$ cat src/rtl/fetch_unit_if.sv
// Bundle between the fetch stage, instruction memory and the control decoder.
// The fetch unit takes the master side; memory and decoder models take the slave side.
`timescale 1ns/1ps
interface fetch_unit_if;
    logic        imem_req;
    logic [31:0] imem_addr;
    logic        imem_ready;
    logic        imem_rvalid;
    logic [31:0] imem_rdata;
    logic [31:0] instr;
    logic [31:0] instr_pc;
    logic [31:0] instr_pc4;
    logic        instr_valid;
    logic        instr_ready;
    logic        pc_sel;
    logic [31:0] br_target;
    logic        fetch_fault;

    modport master (
        output imem_req, imem_addr,
        input  imem_ready, imem_rvalid, imem_rdata,
        output instr, instr_pc, instr_pc4, instr_valid,
        input  instr_ready, pc_sel, br_target,
        output fetch_fault
    );

    modport slave (
        input  imem_req, imem_addr,
        output imem_ready, imem_rvalid, imem_rdata,
        input  instr, instr_pc, instr_pc4, instr_valid,
        output instr_ready, pc_sel, br_target,
        input  fetch_fault
    );
endinterface

$ cat src/rtl/fetch_unit.sv
// KLP32 instruction fetch stage: one outstanding word read, valid/ready hand-off to decode.
// Optional FETCH_MISALIGN_TRAP_EN turns misaligned redirect targets into a sticky TRAP.
`timescale 1ns/1ps
module fetch_unit #(
    parameter logic [31:0] RESET_PC = 32'h0000_0000
) (
    input  logic         clk,
    input  logic         rst,
    fetch_unit_if.master bus
);

    typedef enum logic [1:0] {
        FETCH = 2'd0,
        WAIT  = 2'd1,
        HOLD  = 2'd2,
        TRAP  = 2'd3
    } state_t;

    state_t      state, state_n;
    logic [31:0] pc, pc_n;
    logic        kill, kill_n;
    logic [31:0] instr_q, instr_n;
    logic [31:0] ipc_q, ipc_n;
    logic [31:0] ipc4_q, ipc4_n;
    logic        valid_q, valid_n;
    logic        req;
    logic        redirect;
    logic [31:0] redirect_pc;
`ifdef FETCH_MISALIGN_TRAP_EN
    logic        fault_q, fault_n;
    logic        misaligned;

    assign misaligned = |bus.br_target[1:0];
`endif

    assign redirect    = bus.pc_sel && (state != TRAP);
    assign redirect_pc = bus.br_target & ~32'h3;
    assign req         = !rst && (state == FETCH) && !bus.pc_sel;

    always_ff @(posedge clk) begin
        if (rst) begin
            state   <= FETCH;
            pc      <= RESET_PC;
            kill    <= 1'b0;
            instr_q <= 32'h0;
            ipc_q   <= 32'h0;
            ipc4_q  <= 32'h0;
            valid_q <= 1'b0;
`ifdef FETCH_MISALIGN_TRAP_EN
            fault_q <= 1'b0;
`endif
        end else begin
            state   <= state_n;
            pc      <= pc_n;
            kill    <= kill_n;
            instr_q <= instr_n;
            ipc_q   <= ipc_n;
            ipc4_q  <= ipc4_n;
            valid_q <= valid_n;
`ifdef FETCH_MISALIGN_TRAP_EN
            fault_q <= fault_n;
`endif
        end
    end

    always_comb begin
        state_n = state;
        pc_n    = pc;
        kill_n  = kill;
        instr_n = instr_q;
        ipc_n   = ipc_q;
        ipc4_n  = ipc4_q;
        valid_n = valid_q;
`ifdef FETCH_MISALIGN_TRAP_EN
        fault_n = fault_q;
`endif

        case (state)
            FETCH: begin
                if (req && bus.imem_ready) begin
                    state_n = WAIT;
                end
            end
            WAIT: begin
                if (bus.imem_rvalid) begin
                    if (!kill && !bus.pc_sel) begin
                        instr_n = bus.imem_rdata;
                        ipc_n   = pc;
                        ipc4_n  = pc + 32'd4;
                        valid_n = 1'b1;
                        state_n = HOLD;
                    end else begin
                        kill_n  = 1'b0;
                        state_n = FETCH;
                    end
                end else if (bus.pc_sel) begin
                    // Response still in flight: remember to drop it when it lands.
                    kill_n = 1'b1;
                end
            end
            HOLD: begin
                if (valid_q && bus.instr_ready) begin
                    pc_n    = pc + 32'd4;
                    valid_n = 1'b0;
                    state_n = FETCH;
                end
            end
            TRAP: begin
            end
            default: begin
                state_n = FETCH;
            end
        endcase

        // A redirect overrides whatever the state handling chose for pc/valid.
        if (redirect) begin
            valid_n = 1'b0;
`ifdef FETCH_MISALIGN_TRAP_EN
            if (misaligned) begin
                state_n = TRAP;
                fault_n = 1'b1;
                kill_n  = 1'b0;
            end else
`endif
            begin
                pc_n = redirect_pc;
                if (state == HOLD) begin
                    state_n = FETCH;
                end
            end
        end
    end

    assign bus.imem_req    = req;
    assign bus.imem_addr   = pc;
    assign bus.instr       = instr_q;
    assign bus.instr_pc    = ipc_q;
    assign bus.instr_pc4   = ipc4_q;
    assign bus.instr_valid = valid_q;
`ifdef FETCH_MISALIGN_TRAP_EN
    assign bus.fetch_fault = fault_q;
`else
    assign bus.fetch_fault = 1'b0;
`endif

endmodule

$ cat src/flat_wrapper.sv
// flat-port wrapper written by rule: the top's interface ports become plain ports
module fetch_unit_flat 
#(
    parameter logic [31:0] RESET_PC = 32'h0000_0000
)
  (clk, rst, bus_imem_req, bus_imem_addr, bus_imem_ready, bus_imem_rvalid, bus_imem_rdata, bus_instr, bus_instr_pc, bus_instr_pc4, bus_instr_valid, bus_instr_ready, bus_pc_sel, bus_br_target, bus_fetch_fault);
  fetch_unit_if bus_i ();
  input  logic clk;
  input  logic rst;
  output wire logic [$bits(bus_i.imem_req)-1:0] bus_imem_req;
  output wire logic [$bits(bus_i.imem_addr)-1:0] bus_imem_addr;
  input wire logic [$bits(bus_i.imem_ready)-1:0] bus_imem_ready;
  input wire logic [$bits(bus_i.imem_rvalid)-1:0] bus_imem_rvalid;
  input wire logic [$bits(bus_i.imem_rdata)-1:0] bus_imem_rdata;
  output wire logic [$bits(bus_i.instr)-1:0] bus_instr;
  output wire logic [$bits(bus_i.instr_pc)-1:0] bus_instr_pc;
  output wire logic [$bits(bus_i.instr_pc4)-1:0] bus_instr_pc4;
  output wire logic [$bits(bus_i.instr_valid)-1:0] bus_instr_valid;
  input wire logic [$bits(bus_i.instr_ready)-1:0] bus_instr_ready;
  input wire logic [$bits(bus_i.pc_sel)-1:0] bus_pc_sel;
  input wire logic [$bits(bus_i.br_target)-1:0] bus_br_target;
  output wire logic [$bits(bus_i.fetch_fault)-1:0] bus_fetch_fault;
  assign bus_imem_req = bus_i.imem_req;
  assign bus_imem_addr = bus_i.imem_addr;
  assign bus_i.imem_ready = bus_imem_ready;
  assign bus_i.imem_rvalid = bus_imem_rvalid;
  assign bus_i.imem_rdata = bus_imem_rdata;
  assign bus_instr = bus_i.instr;
  assign bus_instr_pc = bus_i.instr_pc;
  assign bus_instr_pc4 = bus_i.instr_pc4;
  assign bus_instr_valid = bus_i.instr_valid;
  assign bus_i.instr_ready = bus_instr_ready;
  assign bus_i.pc_sel = bus_pc_sel;
  assign bus_i.br_target = bus_br_target;
  assign bus_fetch_fault = bus_i.fetch_fault;
  fetch_unit #(.RESET_PC(RESET_PC)) u_core (.clk(clk), .rst(rst), .bus(bus_i));
endmodule
$ cat config.mk
export PLATFORM = sky130hd
export DESIGN_NAME = fetch_unit_flat
export DESIGN_NICKNAME = d
export VERILOG_FILES = /design/src/rtl/fetch_unit_if.sv /design/src/rtl/fetch_unit.sv /design/src/flat_wrapper.sv
export SDC_FILE = /design/constraint.sdc
export NUM_CORES = 1
export LEC_CHECK = 0
export ABC_AREA = 1
export CORE_MARGIN = 2
export CORE_UTILIZATION = 45
export CTS_CLUSTER_SIZE = 8
export DETAILED_ROUTE_END_ITERATION = 12
export PLACE_DENSITY = 0.76
export SYNTH_ARGS = -nofsm -noshare
export SYNTH_HDL_FRONTEND = slang
export SYNTH_SLANG_ARGS = --single-unit
$ cat constraint.sdc
create_clock -name clk -period 1.8 [get_ports clk]
set_input_delay 0.18 -clock clk [delete_from_list [all_inputs] [get_ports clk]]
set_output_delay 0.18 -clock clk [all_outputs]
set_load 0.01 [all_outputs]
==> flow_metrics.py <==
metrics = {
    "timing": {
        "setup_tns_ps": 0,
        "fmax_mhz": 585,
        "worst_slack_ps": 90.2,
        "clock_skew_ps": 6.28,
        "finalCriticalPeriod_ps": 1710,
        "slew_viol_final": 0,
        "whs_ps": 55.8,
        "setup_viol": 0,
        "fin_crit_sh_pct": 95.0,
        "hold_violations": 0,
        "rsz0062_at_grt": "false",
    },
    "drt": {
        "drt_iter0_markers": 431,
        "wl_per_cell_um": 14.3,
        "remaining_drc_errors": 0,
        "via_per_inst": 4.81,
        "antenna_left": 0,
        "vias": 5749,
        "wl_um": 17000,
        "firstDrtPassIters": 5,
    },
    "synthesis": {
        "synth-xor-area-share_pct": 2.33,
        "yosysWarnings": 0,
        "synth.area.top_cells": "dfxtp_1 (45%), nor2_1 (11%), nand2_1 (10%)",
        "syn_inst": 817,
        "synth_compound_area_share_pct": 16.3,
        "synth.area.mux_share_pct": 0,
        "yosysSeqAreaShare_pct": 44.8,
        "synth_flop_cell": "dfxtp_1",
        "yosys.area.top_type": "dfxtp_1",
        "synth_top_family_by_area": "simple AND/OR/NAND/NOR gates",
        "yosys.area.top_type_share_pct": 44.8,
        "synthAdderAreaFrac_pct": 0.222,
        "synthSimpleGateAreaFrac_pct": 26.2,
        "synth_cell_types": 31,
        "synth_seq_cells": 126,
        "syn_area_um2": 5630,
        "async_reset_ff_share_pct": 0,
        "synth_edf_count": 0,
        "syn_area_per_cell_um2": 6.89,
    },
    "place": {
        "dp_hpwl_um": 12300,
        "dp_slack_ps": 66.6,
        "place.gp.congestion": 0.931,
        "port_buffers": 191,
        "placed_area_um2": 7840,
    },
    "global_route": {
        "busiest_layer": "met2",
        "grtUsageMet1_pct": 31.7,
        "grt_pass1_vias": 5242,
        "grtUsageTotal_pct": 25.6,
        "grt_pass1_wl_um": 26400,
        "grt_use_met2_pct": 42.3,
        "use_met3_pct": 7.06,
        "grt.overflow.total": 0,
        "grt_max_degree": 53,
        "antenna_found_initial": 0,
    },
    "die": {
        "core_area_um2": 12100,
        "die_h_um": 116,
        "num_rows": 40,
        "die_w_um": 116,
        "start_util_pct": 46.5,
        "io_pins": 201,
        "die_area_um2": 13400,
    },
    "worst_setup_path": {
        "reg2reg_depth": 11,
        "cp-end-kind": "output port",
        "critPathMaxStageDelay_ps": 540,
        "reg2reg_from": "u_core.bus.imem_addr[2]$_SDFFE_PP0P_",
        "cp_cell_sequence": "buf_4, clkdlybuf4s50_1",
        "path_class": "register to output port",
        "critical_path_arrival_ps": 1530,
        "setup.worst_path.start_class": "register",
        "r2r_slack_ps": 140,
        "cp_max_fo": 4,
        "timing.rr.end": "u_core.bus.instr_pc4[26]$_SDFFE_PP0P_",
        "slowest_stage": "clkdlybuf4s50_1",
        "cp.required_ps": 1620,
    },
    "clock_network": {
        "cts_tree": "yes",
        "cts_setup_buffers": 0,
        "clock-sinks": 126,
        "clk_latency_ps": 420,
        "clkTransAtPathRegs_ps": 50,
        "htreeDepth": 4,
        "root_buffer": "clkbuf_16",
        "cts_buffer_depth": 2,
        "cts_buffers": 17,
    },
    "power": {
        "combPwrFrac_pct": 10.7,
        "p_int_w": 0.00524,
        "p_seq_share_pct": 42.9,
        "switchingPower_w": 0.00160,
        "finalPower_w": 0.00684,
        "clockPowerShare_pct": 46.4,
        "swShare_pct": 23.4,
        "pwr_density_cell_nw_per_um2": 815,
        "ir_drop_mv": 0.518,
        "p_leak_nw": 3.46,
    },
    "final_layout": {
        "finalInstanceArea_um2": 8390,
        "drive_gt1_share_pct": 7.98,
        "diodes": 0,
        "area_delta_synth_final_pct": 49.1,
        "fin_nets": 1087,
    },
    "worst_hold_path": {
        "worstHoldPathCells": 4,
        "hold_class": "input port to register",
        "hp-start": "rst",
    },
    "flow_run": {
        "max-cap-violations": 0,
    },
    "status": {
        "status": "complete, no violations",
    },
}
## registers in the layout, indices dropped and copies added (netlist names), named ones only
signal / flops
u_core.bus.instr: 32
u_core.kill: 1
u_core.bus.instr_valid: 1
u_core.bus.instr_pc: 30
u_core.bus.instr_pc4: 30
u_core.bus.imem_addr: 30
## critical path: cells and delay by family, from the launching register on
family	cells	cell delay, ps
buffers and inverters	2	720
flip-flops	1	390
## per-layer routing
metal  vias up  part of all wire, %
met4         0                  1.9
met5         -                    0
li1       2949                    -
met3        26                  9.6
met1      2537                   42
met2       237                   46
## cell type report
type	instances	area, µm²
clock inverters	7	62.6
inverters	83	313
multi-input cells	566	2570
repair buffers	222	2230
flip-flops and latches	126	2520
clock buffers	24	482
well taps	168	210
fillers	1061	3720
## Yosys cell counts, drive strengths merged, types with 2 or more instances
master	instances
buf	31
xor2	14
inv	83
a31oi	2
o221ai	3
clkbuf	17
nor2	182
dfxtp	126
a21o	4
a21oi	53
o21ai	113
nand3	20
nand2	161
## timing repair
item | 4_1_cts | 5_1_grt
resized for setup | 1 | 3
hold buffers | 0 | 0
pin swaps | 0 | 0
setup endpoints to repair | 1 | 5
## metrics by stage
stage / std cells / util [%]
CTS: 1196 / 69.2
floorplan: 823 / -
global placement: 1165 / 64.7
detailed placement: 1165 / 64.7
global route: 1196 / 69.2
finish: 1196 / 69.2
## how the worst max path moves through the flow
stage	start	endpoint	slack (ps)	depth (start not counted)
floorplan	u_core.bus.imem_addr[3]$_SDFFE_PP0P_	u_core.bus.instr_pc4[28]$_SDFFE_PP0P_	300	10
global placement	bus_pc_sel	bus_imem_req	110	3
detailed placement	bus_pc_sel	u_core.bus.instr_pc4[20]$_SDFFE_PP0P_	70	9
CTS	u_core.bus.imem_addr[2]$_SDFFE_PP0P_	u_core.bus.imem_addr[18]$_SDFFE_PP0P_	70	9
global route	u_core.bus.imem_addr[3]$_SDFFE_PP0P_	u_core.bus.instr_pc4[26]$_SDFFE_PP0P_	20	11
finish	u_core.bus.imem_addr[19]$_SDFFE_PP0P_	bus_imem_addr[19]	90	2
## cell usage in the layout (no fill, tap or decap), drive strengths merged
cell / instances
clkdlybuf4s50: 189
nor2: 182
nand2: 161
dfxtp: 126
o21ai: 113
inv: 82
a21oi: 53
buf: 32
clkbuf: 24
nand3: 20
xor2: 14
conb: 7
clkinv: 6
a21o: 4
o221ai: 3
a31oi: 2
nor4: 1
nand3b: 1
xnor2: 1
o21a: 1
a211oi: 1
nor3: 1
ha: 1
bufinv: 1
clkinvlp: 1
dlygate4sd2: 1
## logic make-up (layout without fill, tap and decap cells)
family / Yosys count / after routing
other: 1 / 7
DFF: 126 / 126
AOI/OAI and AO/OA: 177 / 177
adders and majority gates: 1 / 1
and+or+nand+nor: 366 / 366
buffers and inverters: 131 / 336
xor gates and xnor gates: 15 / 15
## power groups by stage
stage | clock [W] | combinational [W] | sequential (W)
finish | 0.00317 | 0.000731 | 0.00293
global route | 0.00336 | 0.000799 | 0.00294
CTS | 0.00322 | 0.000733 | 0.00293
detailed placement | 0 | 0.000728 | 0.00299
global placement | 0 | 0.000724 | 0.00299
floorplan | 0 | 0.000278 | 0.00302
No activity file was read; power rests on OpenSTA's default activity.
==> patch 1 (config.mk and constraints unchanged) <==
Build with the macro `FETCH_MISALIGN_TRAP_EN` defined.
--- a/src/rtl/fetch_unit.sv
+++ b/src/rtl/fetch_unit.sv
@@ -1,6 +1,8 @@
 // KLP32 instruction fetch stage: one outstanding word read, valid/ready hand-off to decode.
 // Optional FETCH_MISALIGN_TRAP_EN turns misaligned redirect targets into a sticky TRAP.
 `timescale 1ns/1ps
+`define FETCH_MISALIGN_TRAP_EN
+
 module fetch_unit #(
     parameter logic [31:0] RESET_PC = 32'h0000_0000
 ) (
Formal check against the unedited RTL: not equivalent (Yosys sat finds a counterexample within 4 cycles, from zero or initial values and one cycle with rst high).
==> patch 1 against the original RTL <==
- final area grew 2.3%
- power grew 7.7%
- maximum frequency shrank 1.3%
- highest routed layer unchanged
- largest power group unchanged
- via count grew 5.3%
- area after synthesis shrank 0.18%
- setup slack lost 0.022 ns
- wire length grew 5.5%
- synthesized cell count shrank 1.1%
- sequential cell count grew 1
==> patch 1: results (changes against the original RTL) <==
The run finished with clean final reports. The routed wirelength normalized by instance count came to 15.0 microns (+5.1%). The number of vias per cell after detailed routing is 5.04 (+4.9%). The final weighted congestion of routability-driven global placement was 0.940 (+1.0%). The worst setup timing slack at the placement stage is 0.0469 ns (-0.0197 ns). The sequential share of the synthesized area is 45.3% (+0.44 points).

The data arrival time of the critical path came to 1.55 ns (+0.02 ns). The number of buffers inserted by port buffering came out at 194 (+1.6%). The final HPWL from detailed placement came to 13.1 mm (+6.3%).

The number of nets at the end of the flow came to 1093 (+0.55%). The first-pass GRT wire length came out at 28.6 mm (+8.3%). The first-pass detailed-route iteration total came out at 6 (+1).

The met2 track utilization from global routing came to 43.9% (+1.6 points). The cell count after placement is 1171 (+0.52%). The global-route track usage on met3 is 10.1% (+3.0 points). The via count of the first global-routing pass came out at 5648 (+7.7%). The largest fanout of any net on the critical path is 5 (+1). The worst clock skew on the final layout came to 0.00568 ns (-0.000597 ns).

The maximum VDD drop came out at 0.651 mV (+26%). The post-detailed-placement cell area came out at 7980 sq um (+1.9%). The number of instances in the synthesized netlist came to 808 (-1.1%). The fmax came out at 577 MHz (-1.3%).

The number of DRC markers after the initial detailed-route iteration was 458 (+6.3%). The maximum number of pins on one net before global-route repair was 45 (-15%). Sorting the synthesized cells by area gives the leading types as dfxtp_1 (45%), nor2_1 (13%), o21ai_0 (11%). Counting instances in the post-synthesis netlist gives the leading cell types as nor2_1 (195), dfxtp_1 (127), nand2_1 (122). The final wirelength came out at 18.0 mm (+5.5%).

The global router's overall resource usage came to 27.6% (+2.1 points).
## patch 1: repair_timing
item / 4_1_cts / 5_1_grt
hold buffers: 0 / 0
setup endpoints to repair: 1 / 5
setup buffers: 0 / 0
gates resized for setup: 2 / 3
endpoints found under the hold margin: 0 / 0
## patch 1: kinds of logic (layout without fill, tap and decap cells)
logic type / Yosys count / count (layout) / synth area share (%)
xor gates and xnor gates: 15 / 15 / 2.34
buffers and inverters: 105 / 325 / 8.35
adders and majority gates: 1 / 1 / 0.223
DFF: 127 / 127 / 45.3
other: 1 / 6 / 0.0668
and+or+nand+nor: 355 / 355 / 25.3
AOI/OAI and AO/OA: 203 / 203 / 18.3
muxes: 1 / 1 / 0.178
## patch 1: path summary, 6_finish.rpt
check	from	end	slack, ns	cells after the start
min reg2reg	u_core.bus.fetch_fault	u_core.bus.fetch_fault	0.47	2
max	u_core.bus.imem_addr[4]	bus_imem_addr[4]	0.07	2
max reg2reg	u_core.bus.imem_addr[2]	u_core.bus.instr_pc4[16]	0.10	7
min	bus_imem_rdata[20]	u_core.bus.instr[20]	0.34	3
## patch 1: report_power, final
group / switching (mW) / internal, mW
sequential: 0.0941 / 2.94
combinational: 0.445 / 0.516
clock: 1.21 / 2.16
total: 1.74 / 5.62
## patch 1: critical path, stage by stage (launching register included)
cell and delay [ns]:
dfxtp_1 0.38, buf_4 0.17, clkdlybuf4s50_1 0.57
## patch 1: final cells by class
class,instances,area [sq um]
Clock buffer,24,492
Clock inverter,6,82.6
Fill cell,1007,3540
Inverter,55,206
Multi-Input combinational cell,581,2640
Sequential cell,127,2540
Tap cell,168,210
Timing Repair Buffer,240,2400
## patch 1: metal layers
metal	wire (microns)	share of wire (%)
met5	0	0
met4	670	3.7
met3	1640	9.1
met2	8190	46
met1	7490	42
==> patch 2 (config.mk and constraints unchanged) <==
Made on the original files. Make the reset (`rst`) asynchronous in one clocked block.
--- a/src/rtl/fetch_unit.sv
+++ b/src/rtl/fetch_unit.sv
@@ -37,7 +37,7 @@
     assign redirect_pc = bus.br_target & ~32'h3;
     assign req         = !rst && (state == FETCH) && !bus.pc_sel;
 
-    always_ff @(posedge clk) begin
+    always_ff @(posedge clk or posedge rst) begin
         if (rst) begin
             state   <= FETCH;
             pc      <= RESET_PC;
Formal check against the unedited RTL: differs if rst is asserted again (counterexample within 4 cycles, from zero or initial values and one cycle with rst high); with rst held inactive, the same outputs for 4 cycles.
==> patch 2 against the original RTL <==
- maximum frequency rose by 0.96%
- clock skew rose by 0.00077 ns
- area after synthesis rose by 9.7%
- via count rose by 2.7%
- die area rose by 9.4%
- sequential cell count did not move
- first-iteration DRC count fell by 23%
- global-route usage fell by 0.31 points
- largest cell class is now flip-flops and latches
- setup slack improved by 0.016 ns
- wire length rose by 7.6%
- final area rose by 6.9%
Power is not compared: it rests on default switching activity, and its combinational part moved more than twofold at a synthesized area within 25%.
==> patch 2: results (changes against the original RTL) <==
The run finished with clean final reports. The worst-skew pair later-pin latency is 0.42 ns (about the same). The sequential standard cell area is 3150 sq um (+25%).

The first-pass GRT wire length is 28.6 mm (+8.2%). The final wirelength is 18.3 mm (+7.6%). The data arrival time of the critical path is 1.51 ns (-0.02 ns). The number of fill cells in the layout was 1124 (+5.9%). The layout cell share with drive strength beyond 1 came to 7.90% (-0.074 points). The count of cells along the worst register-to-register path is 9 (-2). The count of non-CTS buffers in the layout is 214 (-3.6%). The relative area of non-clock buffer cells in the final design is 24.1% (-2.5 points). The met2 layer wire length in the routed design came out at 8.44 mm (+6.7%).

The post-cts gate resize count came out at 3 (+2). The worst register-to-register path begins at u_core.state[0]. The met2 track utilization from global routing is 40.0% (-2.3 points). The routed via count was 5905 (+2.7%). The number of buffers inserted by post-CTS setup repair came out at 1 (+1).

The met3 wirelength from detailed routing is 1.76 mm (+7.8%). The worst clock skew on the final layout is 0.00705 ns (+0.000770 ns). The number of signal-net inverters in the final layout is 49 (-41%). The final weighted congestion of routability-driven global placement is 0.862 (-7.4%). For this run, the leading register cell type out of synthesis is dfrtp_1.

The sequential share of the synthesized area came to 51.1% (+6.3 points). The startpoint of the lowest-slack hold path is bus_imem_rdata[26]. The global router's overall resource usage is 25.3% (-0.31 points). The via count of the first global-routing pass came out at 5596 (+6.8%). The global-route track usage on met3 came out at 8.41% (+1.4 points). The maximum number of pins on one net before global-route repair was 127 (+140%). The relative area change from synthesis to final layout is 45.2%.

The number of vias per cell after detailed routing is 4.92 (+2.3%). The fraction of area in multi-input gates was 29.5% (-1.2 points). The final HPWL from detailed placement is 12.6 mm (+2.6%). The number of instances in the synthesized netlist came out at 809 (-0.98%).

The critical path ends at bus_imem_addr[12]. The global routing met1 resource utilization is 32.4% (+0.68 points). By count the netlist is led by nand2_1 (347), dfrtp_1 (126), nor2_1 (104). The portion of the layout cell area used by clock cells is 6.62% (+0.13 points). The multi-input combinational cell count came out at 604 (+6.7%). The endpoint identified for the worst register-to-register timing path is u_core.bus.imem_addr[6].

The met1 layer wirelength in the final routing came out at 7.85 mm (+9.2%). The fmax came out at 591 MHz (+0.96%). The mean post-synth cell area is 7.63 sq um (+11%).
patch 2: cell count changes after synthesis, sizes merged, moves of 34 or more:
cell and change:
dfrtp +126, nand2 +191, o21ai -59, nor2 -70, inv -34, dfxtp -126
a21oi -49
patch 2: metrics by stage:
step	power (mW)	hold WS, ns
global route	16.3	0.301
detailed placement	11.8	0.458
global placement	11.7	0.452
finish	15.3	0.300
floorplan	8.12	0.297
CTS	15.3	0.285
patch 2: logic make-up (layout without fill, tap and decap cells):
kind of cell	count (synthesis)	after routing	synth area share, %
fa+ha+maj	5	5	1.01
other cells	1	7	0.0608
xor+xnor	8	8	1.14
buf+inv	85	295	6.77
compound gates	79	79	7.05
simple gates	505	505	32.9
flops	126	126	51.1
patch 2: worst max-delay path, cell delays in order, from the launching register on:
cell and delay (ns):
dfrtp_1 0.41, buf_4 0.16, clkdlybuf4s50_1 0.53
